===== config.mk =====
export PLATFORM = sky130hd
export DESIGN_NAME = mips_wb_trace
export DESIGN_NICKNAME = d
export VERILOG_FILES = /design/src/rtl/mips_trace_pkg.sv /design/src/rtl/trace_ring.sv /design/src/rtl/mips_wb_trace.sv
export SDC_FILE = /design/constraint.sdc
export NUM_CORES = 1
export LEC_CHECK = 0
export CAP_MARGIN = 15
export CORE_AREA = 2 2 292 294
export DETAILED_ROUTE_END_ITERATION = 8
export DIE_AREA = 0 0 294 296
export GPL_TIMING_DRIVEN = 0
export HOLD_SLACK_MARGIN = 0.12
export PLACE_DENSITY = 0.77
export SLEW_MARGIN = 10
export SYNTH_ARGS = -nofsm -noshare
export SYNTH_HDL_FRONTEND = slang
export SYNTH_HIERARCHICAL = 1
export SYNTH_SLANG_ARGS = --single-unit

===== constraint.sdc =====
create_clock -name clk -period 11.7 [get_ports clk]
set_clock_uncertainty 0.2 [all_clocks]
set_input_delay 2.34 -clock clk [delete_from_list [all_inputs] [get_ports clk]]
set_output_delay 2.34 -clock clk [all_outputs]
set_load 0.01 [all_outputs]

===== src/rtl/mips_trace_pkg.sv =====
// Shared definitions for the mips write-back trace observer.
// Defines the entry layout (kind + pc + addr + data) and a helper that packs one entry.
package mips_trace_pkg;

  localparam logic TRACE_GRF = 1'b0;
  localparam logic TRACE_DM  = 1'b1;
  localparam int   TRACE_W   = 97;

  typedef struct packed {
    logic        kind;
    logic [31:0] pc;
    logic [31:0] addr;
    logic [31:0] data;
  } trace_entry_t;

  function automatic trace_entry_t packEntry(input logic        kind,
                                             input logic [31:0] pc,
                                             input logic [31:0] addr,
                                             input logic [31:0] data);
    trace_entry_t e;
    e.kind = kind;
    e.pc   = pc;
    e.addr = addr;
    e.data = data;
    return e;
  endfunction

endpackage


===== src/rtl/trace_ring.sv =====
// Entry storage for the trace FIFO: two write ports at adjacent slots, one async read port.
// Holds no pointer state; the owner guarantees the two write addresses never collide.
module trace_ring
  import mips_trace_pkg::*;
#(
  parameter int DEPTH = 8,
  parameter int PW    = $clog2(DEPTH)
) (
  input  logic               clk,
  input  logic               reset,
  input  logic               i_we0,
  input  logic [PW-1:0]      i_wa0,
  input  logic [TRACE_W-1:0] i_wd0,
  input  logic               i_we1,
  input  logic [PW-1:0]      i_wa1,
  input  logic [TRACE_W-1:0] i_wd1,
  input  logic [PW-1:0]      i_ra,
  output logic [TRACE_W-1:0] o_rd
);

  logic [TRACE_W-1:0] r_mem [DEPTH];

  // Storage is cleared on reset so the head fields read zero while empty.
  always_ff @(posedge clk) begin
    if (!reset) begin
      for (int i = 0; i < DEPTH; i++) begin
        r_mem[i] <= '0;
      end
    end else begin
      if (i_we0) r_mem[i_wa0] <= i_wd0;
      if (i_we1) r_mem[i_wa1] <= i_wd1;
    end
  end

  assign o_rd = r_mem[i_ra];

endmodule


===== src/rtl/mips_wb_trace.sv =====
// Passive observer of GRF writes (W) and DM stores (M): buffers them in program order
// and streams them out; events that do not fit are counted as drops, never stalled.
module mips_wb_trace
  import mips_trace_pkg::*;
#(
  parameter int DEPTH  = 8,
  parameter int DROP_W = 16
) (
  input  logic                       clk,
  input  logic                       reset,
  input  logic                       grf_we,
  input  logic [31:0]                grf_pc,
  input  logic [4:0]                 grf_addr,
  input  logic [31:0]                grf_wd,
  input  logic                       dm_we,
  input  logic [31:0]                dm_pc,
  input  logic [31:0]                dm_addr,
  input  logic [31:0]                dm_wd,
  output logic                       out_valid,
  input  logic                       out_ready,
  output logic                       out_kind,
  output logic [31:0]                out_pc,
  output logic [31:0]                out_addr,
  output logic [31:0]                out_data,
  output logic [$clog2(DEPTH+1)-1:0] level,
  output logic                       overflow,
  output logic [DROP_W-1:0]          drop_cnt
);

  localparam int PW = $clog2(DEPTH);
  localparam int LW = $clog2(DEPTH+1);

  logic [PW-1:0]     r_wp;
  logic [PW-1:0]     r_rp;
  logic [LW-1:0]     r_level;
  logic              r_overflow;
  logic [DROP_W-1:0] r_dropCnt;

  logic              w_grfCand;
  logic              w_dmCand;
  logic              w_pop;
  logic [LW:0]       w_free;
  logic              w_grfAccept;
  logic              w_dmAccept;
  logic [1:0]        w_pushes;
  logic [1:0]        w_drops;
  logic [DROP_W:0]   w_dropSum;
  trace_entry_t      w_grfEntry;
  trace_entry_t      w_dmEntry;
  trace_entry_t      w_wd0;
  logic [TRACE_W-1:0] w_rd;
  trace_entry_t      w_head;

  assign w_grfCand = grf_we && (grf_addr != 5'd0);
  assign w_dmCand  = dm_we;
  assign w_pop     = (r_level != '0) && out_ready;

  // A same-cycle pop frees its slot, so space is judged after the pop.
  assign w_free      = (LW+1)'(DEPTH) - {1'b0, r_level} + (LW+1)'(w_pop);
  assign w_grfAccept = w_grfCand && (w_free >= (LW+1)'(1));
  assign w_dmAccept  = w_dmCand && (w_free >= (w_grfAccept ? (LW+1)'(2) : (LW+1)'(1)));

  assign w_pushes  = 2'(w_grfAccept) + 2'(w_dmAccept);
  assign w_drops   = 2'(w_grfCand && !w_grfAccept) + 2'(w_dmCand && !w_dmAccept);
  assign w_dropSum = {1'b0, r_dropCnt} + (DROP_W+1)'(w_drops);

  assign w_grfEntry = packEntry(TRACE_GRF, grf_pc, {27'd0, grf_addr}, grf_wd);
  assign w_dmEntry  = packEntry(TRACE_DM, dm_pc, dm_addr, dm_wd);
  assign w_wd0      = w_grfAccept ? w_grfEntry : w_dmEntry;

  trace_ring #(.DEPTH(DEPTH), .PW(PW)) u_ring (
    .clk   (clk),
    .reset (reset),
    .i_we0 (w_grfAccept || w_dmAccept),
    .i_wa0 (r_wp),
    .i_wd0 (w_wd0),
    .i_we1 (w_grfAccept && w_dmAccept),
    .i_wa1 (r_wp + PW'(1)),
    .i_wd1 (w_dmEntry),
    .i_ra  (r_rp),
    .o_rd  (w_rd)
  );

  always_ff @(posedge clk) begin
    if (!reset) begin
      r_wp       <= '0;
      r_rp       <= '0;
      r_level    <= '0;
      r_overflow <= 1'b0;
      r_dropCnt  <= '0;
    end else begin
      r_wp    <= r_wp + PW'(w_pushes);
      r_rp    <= r_rp + PW'(w_pop);
      r_level <= r_level + LW'(w_pushes) - LW'(w_pop);
      if (w_drops != 2'd0) begin
        r_overflow <= 1'b1;
        r_dropCnt  <= w_dropSum[DROP_W] ? '1 : w_dropSum[DROP_W-1:0];
      end
    end
  end

  assign w_head    = trace_entry_t'(w_rd);
  assign out_valid = (r_level != '0);
  assign out_kind  = w_head.kind;
  assign out_pc    = w_head.pc;
  assign out_addr  = w_head.addr;
  assign out_data  = w_head.data;
  assign level     = r_level;
  assign overflow  = r_overflow;
  assign drop_cnt  = r_dropCnt;

endmodule


Word-level counts from Yosys, hierarchy flattened

Memories as Yosys holds them, arrays and structs flattened. A register that Yosys moved wholly into a read port is not among the register bits.
Cells that the tools add are included.

Add/sub/neg operators: 10
Order comparisons: 2
Muxes and demuxes: 17
Reductions and logical operators: 15

Operators with widths:

| cell                  | number |
|---|---|
| $mux W97              | 3 |
| $reduce_or A97 Y1     | 2 |
| $add A16 B2 Y17       | 1 |
| $mux W16              | 1 |
| $mux W1               | 9 |
| $mux W3               | 3 |
| $logic_and A1 B1 Y1   | 7 |
| $add A5 B1 Y5         | 1 |
| $ge A5 B1 Y1 const B  | 1 |
| $ge A5 B2 Y1          | 1 |
| $reduce_bool A5 Y1    | 1 |
| $sub A4 B4 Y5 const A | 1 |
| $add A1 B1 Y2         | 2 |
| $add A4 B2 Y4         | 1 |
| $reduce_bool A4 Y1    | 1 |
| $sub A4 B1 Y4         | 1 |
| $add A3 B1 Y3         | 1 |
| $add A3 B1 Y3 const B | 1 |
| $add A3 B2 Y3         | 1 |
| $logic_not A1 Y1      | 2 |
| $mux W2               | 1 |
| $reduce_bool A2 Y1    | 1 |
| $logic_or A1 B1 Y1    | 1 |

Bits in registers: 27
Bits in writable memories: 776
Input bits: 170
Output and inout port bits: 119
Word-level logic and storage cells: 50
Memories kept: 1

Memory list:

| memory       | depth | bits a word | rd ports | clocked after Yosys merged registers in | write ports | RTL line         | source |
|---|---|---|---|---|---|---|---|
| u_ring.r_mem | 8     | 97          | 1        | 1                                       | 8           | trace_ring.sv:21 | `logic [TRACE_W-1:0] r_mem [DEPTH];` |

Longest topological paths before layout

Depth after elaboration: 14
Gate-level depth with buffers: 26
Mapped depth without buffers: 24

Modules after synthesis

Netlist, hierarchy kept.

Modules (own cells, without submodules):

| module        | instances | cells an instance | area each (um^2) | sequential area each (um^2) |
|---|---|---|---|---|
| trace_ring    | 1         | 3,106             | 43,112.6         | 23,302.3 |
| mips_wb_trace | 1         | 291               | 2,623.8          | 540.5 |

Worst setup path after synthesis

No wires, ideal clock.

Path kind: input to register
Start: in out_ready
End: mem u_ring.r_mem[1][0] (enable)
Arrival time: 10,849 ps
Required time: 10,906 ps
Path slack: 56 ps
Stages on the path: 21
Cells stage by stage: nand2_1 ha_1 inv_1 ha_1 nor3b_1 a41o_1 a31oi_4 buf_2 buf_2 inv_1 ha_1 inv_1 o311ai_0 nand2_1 ha_1 inv_1 or3b_2 clkbuf_1 buf_2 buf_1 o221ai_1

RTL lines:

| what            | RTL line            | source |
|---|---|---|
| start, declared | mips_wb_trace.sv:20 | `input logic out_ready,` |
| end, declared   | trace_ring.sv:21    |  |

==> out/summary.txt <==
outcome - finished, final reports clean
die footprint - 87020 sq um
Post-Syn Instances - 3397
die height - 296 um
CTS Sinks - 803
gp weighted congestion - 0.8745
WP data required - 11.84 ns
Max Fclk - 96.66 MHz
Rel. slew slack - 10.61%
Worst VDD drop - 138.1 uV
FF-to-FF End - u_ring/r_mem[4][33]$_DFFE_PP_
layout cells sized above 1 - 36.70%
syn avg cell area - 13.46 sq um
number of DRC markers in iteration 0 - 4311
# resized after CTS - 0
Netlist Area Pre-Place - 45740 sq um
Min-Delay Startpoint - overflow$_SDFFE_PN0P_
R2R Path Start - level[3]$_SDFF_PN0_
most frequent cells in the layout - mux2_2 (905), nor2_1 (792), edfxtp_1 (776)
Seq/Total Area, Yosys - 52.13%
maximum root-to-sink buffer count - 3
Clock Pin Slew Worst Setup and Hold Paths - 0.06 ns
Rows - 107
Total Routing Usage GR - 33.90%
Slew Viols, Final - 0
Design Power - 0.01086 W
vias in the first global route - 33410
#FFs+latches synth - 803
Via density - 6.542
setup ws final - 1.355 ns
core footprint - 84210 sq um
post-route ant nets - 0
hold_ws - 0.2633 ns
Worst-Skew Late Latency - 0.66 ns
Hold EP - overflow$_SDFFE_PN0P_
Num CTS Buffers - 87
Slew @ Worst Pin - 1.336 ns
H-tree levels - 3
first-pass GRT wire length - 215.1 mm
largest net degree at the start of global routing - 19
final core occ - 64.38%
R2R setup slack - 2.72 ns
post-place setup slack - 0.9638 ns
Arr. time, crit path - 10.49 ns
final setup fails - 0
worst reg2reg path depth - 28
# fillers - 6184
synth warn - 6
DRC - 0
Async SR Flop Fraction - 0%
Final HPWL DP - 99.11 mm
RSZ-0062 raised after global routing - no
Netlist cell types - 54
CP max FO - 10
max incr delay on CP - 0.91 ns
hold-critical path depth - 1
Hold Vio Cnt, Final - 0
Area Growth Syn to Fin - 18.53%
Setup crit start kind - input port
gr ovfl total - 0
ranking of synthesized cells by area - edfxtp_1 (51%), mux2_2 (22%), mux4_2 (9.6%)
DRT Pass-1 Iters - 7
Max-Cap Viols - 0
Final Cell Area - 54210 sq um
Pleak - 19.85 nW
leading cell type in the layout, fill and taps excluded - mux2_2
postcts setup bufs - 0
Hold Buf Count CTS - 0
I/O Buffers - 288
Period minus WS final - 10.35 ns
Yosys top cell area share - 50.95%
CP max-delay cell - o211ai_1
final wirelength - 149.6 mm
DR WL/cell - 29.80 um
initial antenna violation count - 10
Post-synth EDFFs - 776
io pins - 289
starting density of the core - 54.31%
Tcrit/Tclk final - 88.42%
Power Density - 200.4 nW/um^2
Final #Nets - 4053
root buf cell - clkbuf_16
leading area contributor after synthesis - edfxtp_1
ys flop type - edfxtp_1
Vias - 32840
Hold/Removal Path Class - reg2reg
CP Class - in2reg
CTS tree - built
CP Capture Type - flop
Die Width - 294 um
dpl cell area - 51440 sq um
## area by class of cell
cell class | instances | area [sq um] | area share (%)
antenna | 4 | 10.01 | 0.01846
buffer | 278 | 1199 | 2.211
clock buffer | 112 | 2345 | 4.325
clock inverter | 44 | 374.1 | 0.6901
inverter | 26 | 97.59 | 0.1800
multi-input combinational | 2297 | 20730 | 38.24
sequential | 803 | 23840 | 43.98
tap | 1090 | 1364 | 2.516
timing repair buffer | 366 | 4250 | 7.840
## report_power, final
group	leakage, nW	switching (W)	internal, W
Combinational	10.2	0.00234	0.00184
Clock	1.34	0.00116	0.00154
Sequential	8.33	0.000156	0.00383
## per-layer routing
metal / up-vias / global-route usage, % / routed length, um
li1: 13650 / - / -
met1: 16250 / 42.74 / 53140
met2: 2405 / 54.73 / 70460
met3: 518 / 8.012 / 17750
met4: 14 / 17.76 / 8151
met5: - / 0 / 101
## worst max-delay path by stage
stage / endpoint / depth (start not counted) / start / slack (ns)
2_1_floorplan: u_ring/r_mem[1][0]$_DFFE_PP_ / 21 / out_ready / 0.06
3_3_place_gp: u_ring/r_mem[5][40]$_DFFE_PP_ / 21 / out_ready / -7.96
3_5_place_dp: u_ring/r_mem[4][40]$_DFFE_PP_ / 26 / out_ready / 0.96
4_1_cts: u_ring/r_mem[4][33]$_DFFE_PP_ / 26 / out_ready / 1.55
5_1_grt: u_ring/r_mem[4][33]$_DFFE_PP_ / 26 / out_ready / 1.03
6_report: u_ring/r_mem[4][33]$_DFFE_PP_ / 26 / out_ready / 1.35
## kinds of logic (layout without fill, tap and decap cells)
kind of cell | after synthesis | count (layout) | share of synthesized area (%)
DFF | 803 | 803 | 52.13
AOI/OAI and AO/OA | 44 | 44 | 0.6702
buffers and inverters | 304 | 826 | 2.834
other | 1 | 12 | 0.008199
and+or+nand+nor | 1071 | 1071 | 10.32
muxes | 1137 | 1137 | 33.08
adders and majority gates | 24 | 24 | 0.7058
xor gates and xnor gates | 13 | 13 | 0.2489
## flip-flops by register name, indices dropped and copies added (netlist names)
| signal | count |
|---|---|
| r_wp | 3 |
| u_ring/r_mem | 776 |
| level | 4 |
| r_rp | 3 |
| drop_cnt | 16 |
| overflow | 1 |
## through the flow
step	cells	setup TNS, ns
final	5020	0
after global routing	5019	0
after CTS	5013	0
after detailed placement	4857	0
after global placement	4782	-5767.07
after floorplan	3404	0
## worst max-delay path, delay by kind of cell
kind                       cells  cell delay (ns)
buffers and inverters         14             3.92
AOI/OAI and AO/OA              4             2.38
adders and majority gates      4             1.03
and+or+nand+nor                4             0.74
## Yosys cell counts, types with 2 or more instances
| cell | instances |
|---|---|
| mux2_2 | 905 |
| nor2_1 | 792 |
| edfxtp_1 | 776 |
| mux4_2 | 194 |
| clkbuf_1 | 152 |
| nand3_1 | 104 |
| nand3b_1 | 100 |
| buf_2 | 84 |
| mux2_4 | 38 |
| buf_1 | 34 |
| nor2b_1 | 29 |
| dfxtp_1 | 27 |
| inv_1 | 25 |
| ha_1 | 21 |
| a21oi_1 | 13 |
| nand2_1 | 10 |
| xnor2_1 | 9 |
| and2_1 | 6 |
| buf_6 | 6 |
| o221ai_1 | 6 |
| a31oi_1 | 5 |
| o21ai_0 | 5 |
| nand2b_1 | 4 |
| nor3_1 | 4 |
| nor4_1 | 4 |
| or3_1 | 4 |
| xor2_1 | 4 |
| a211oi_1 | 3 |
| fa_1 | 3 |
| nor2_2 | 3 |
| nand4_1 | 2 |
| o211ai_1 | 2 |
| or4_1 | 2 |
Note: power is estimated with default switching activity, not from simulation.
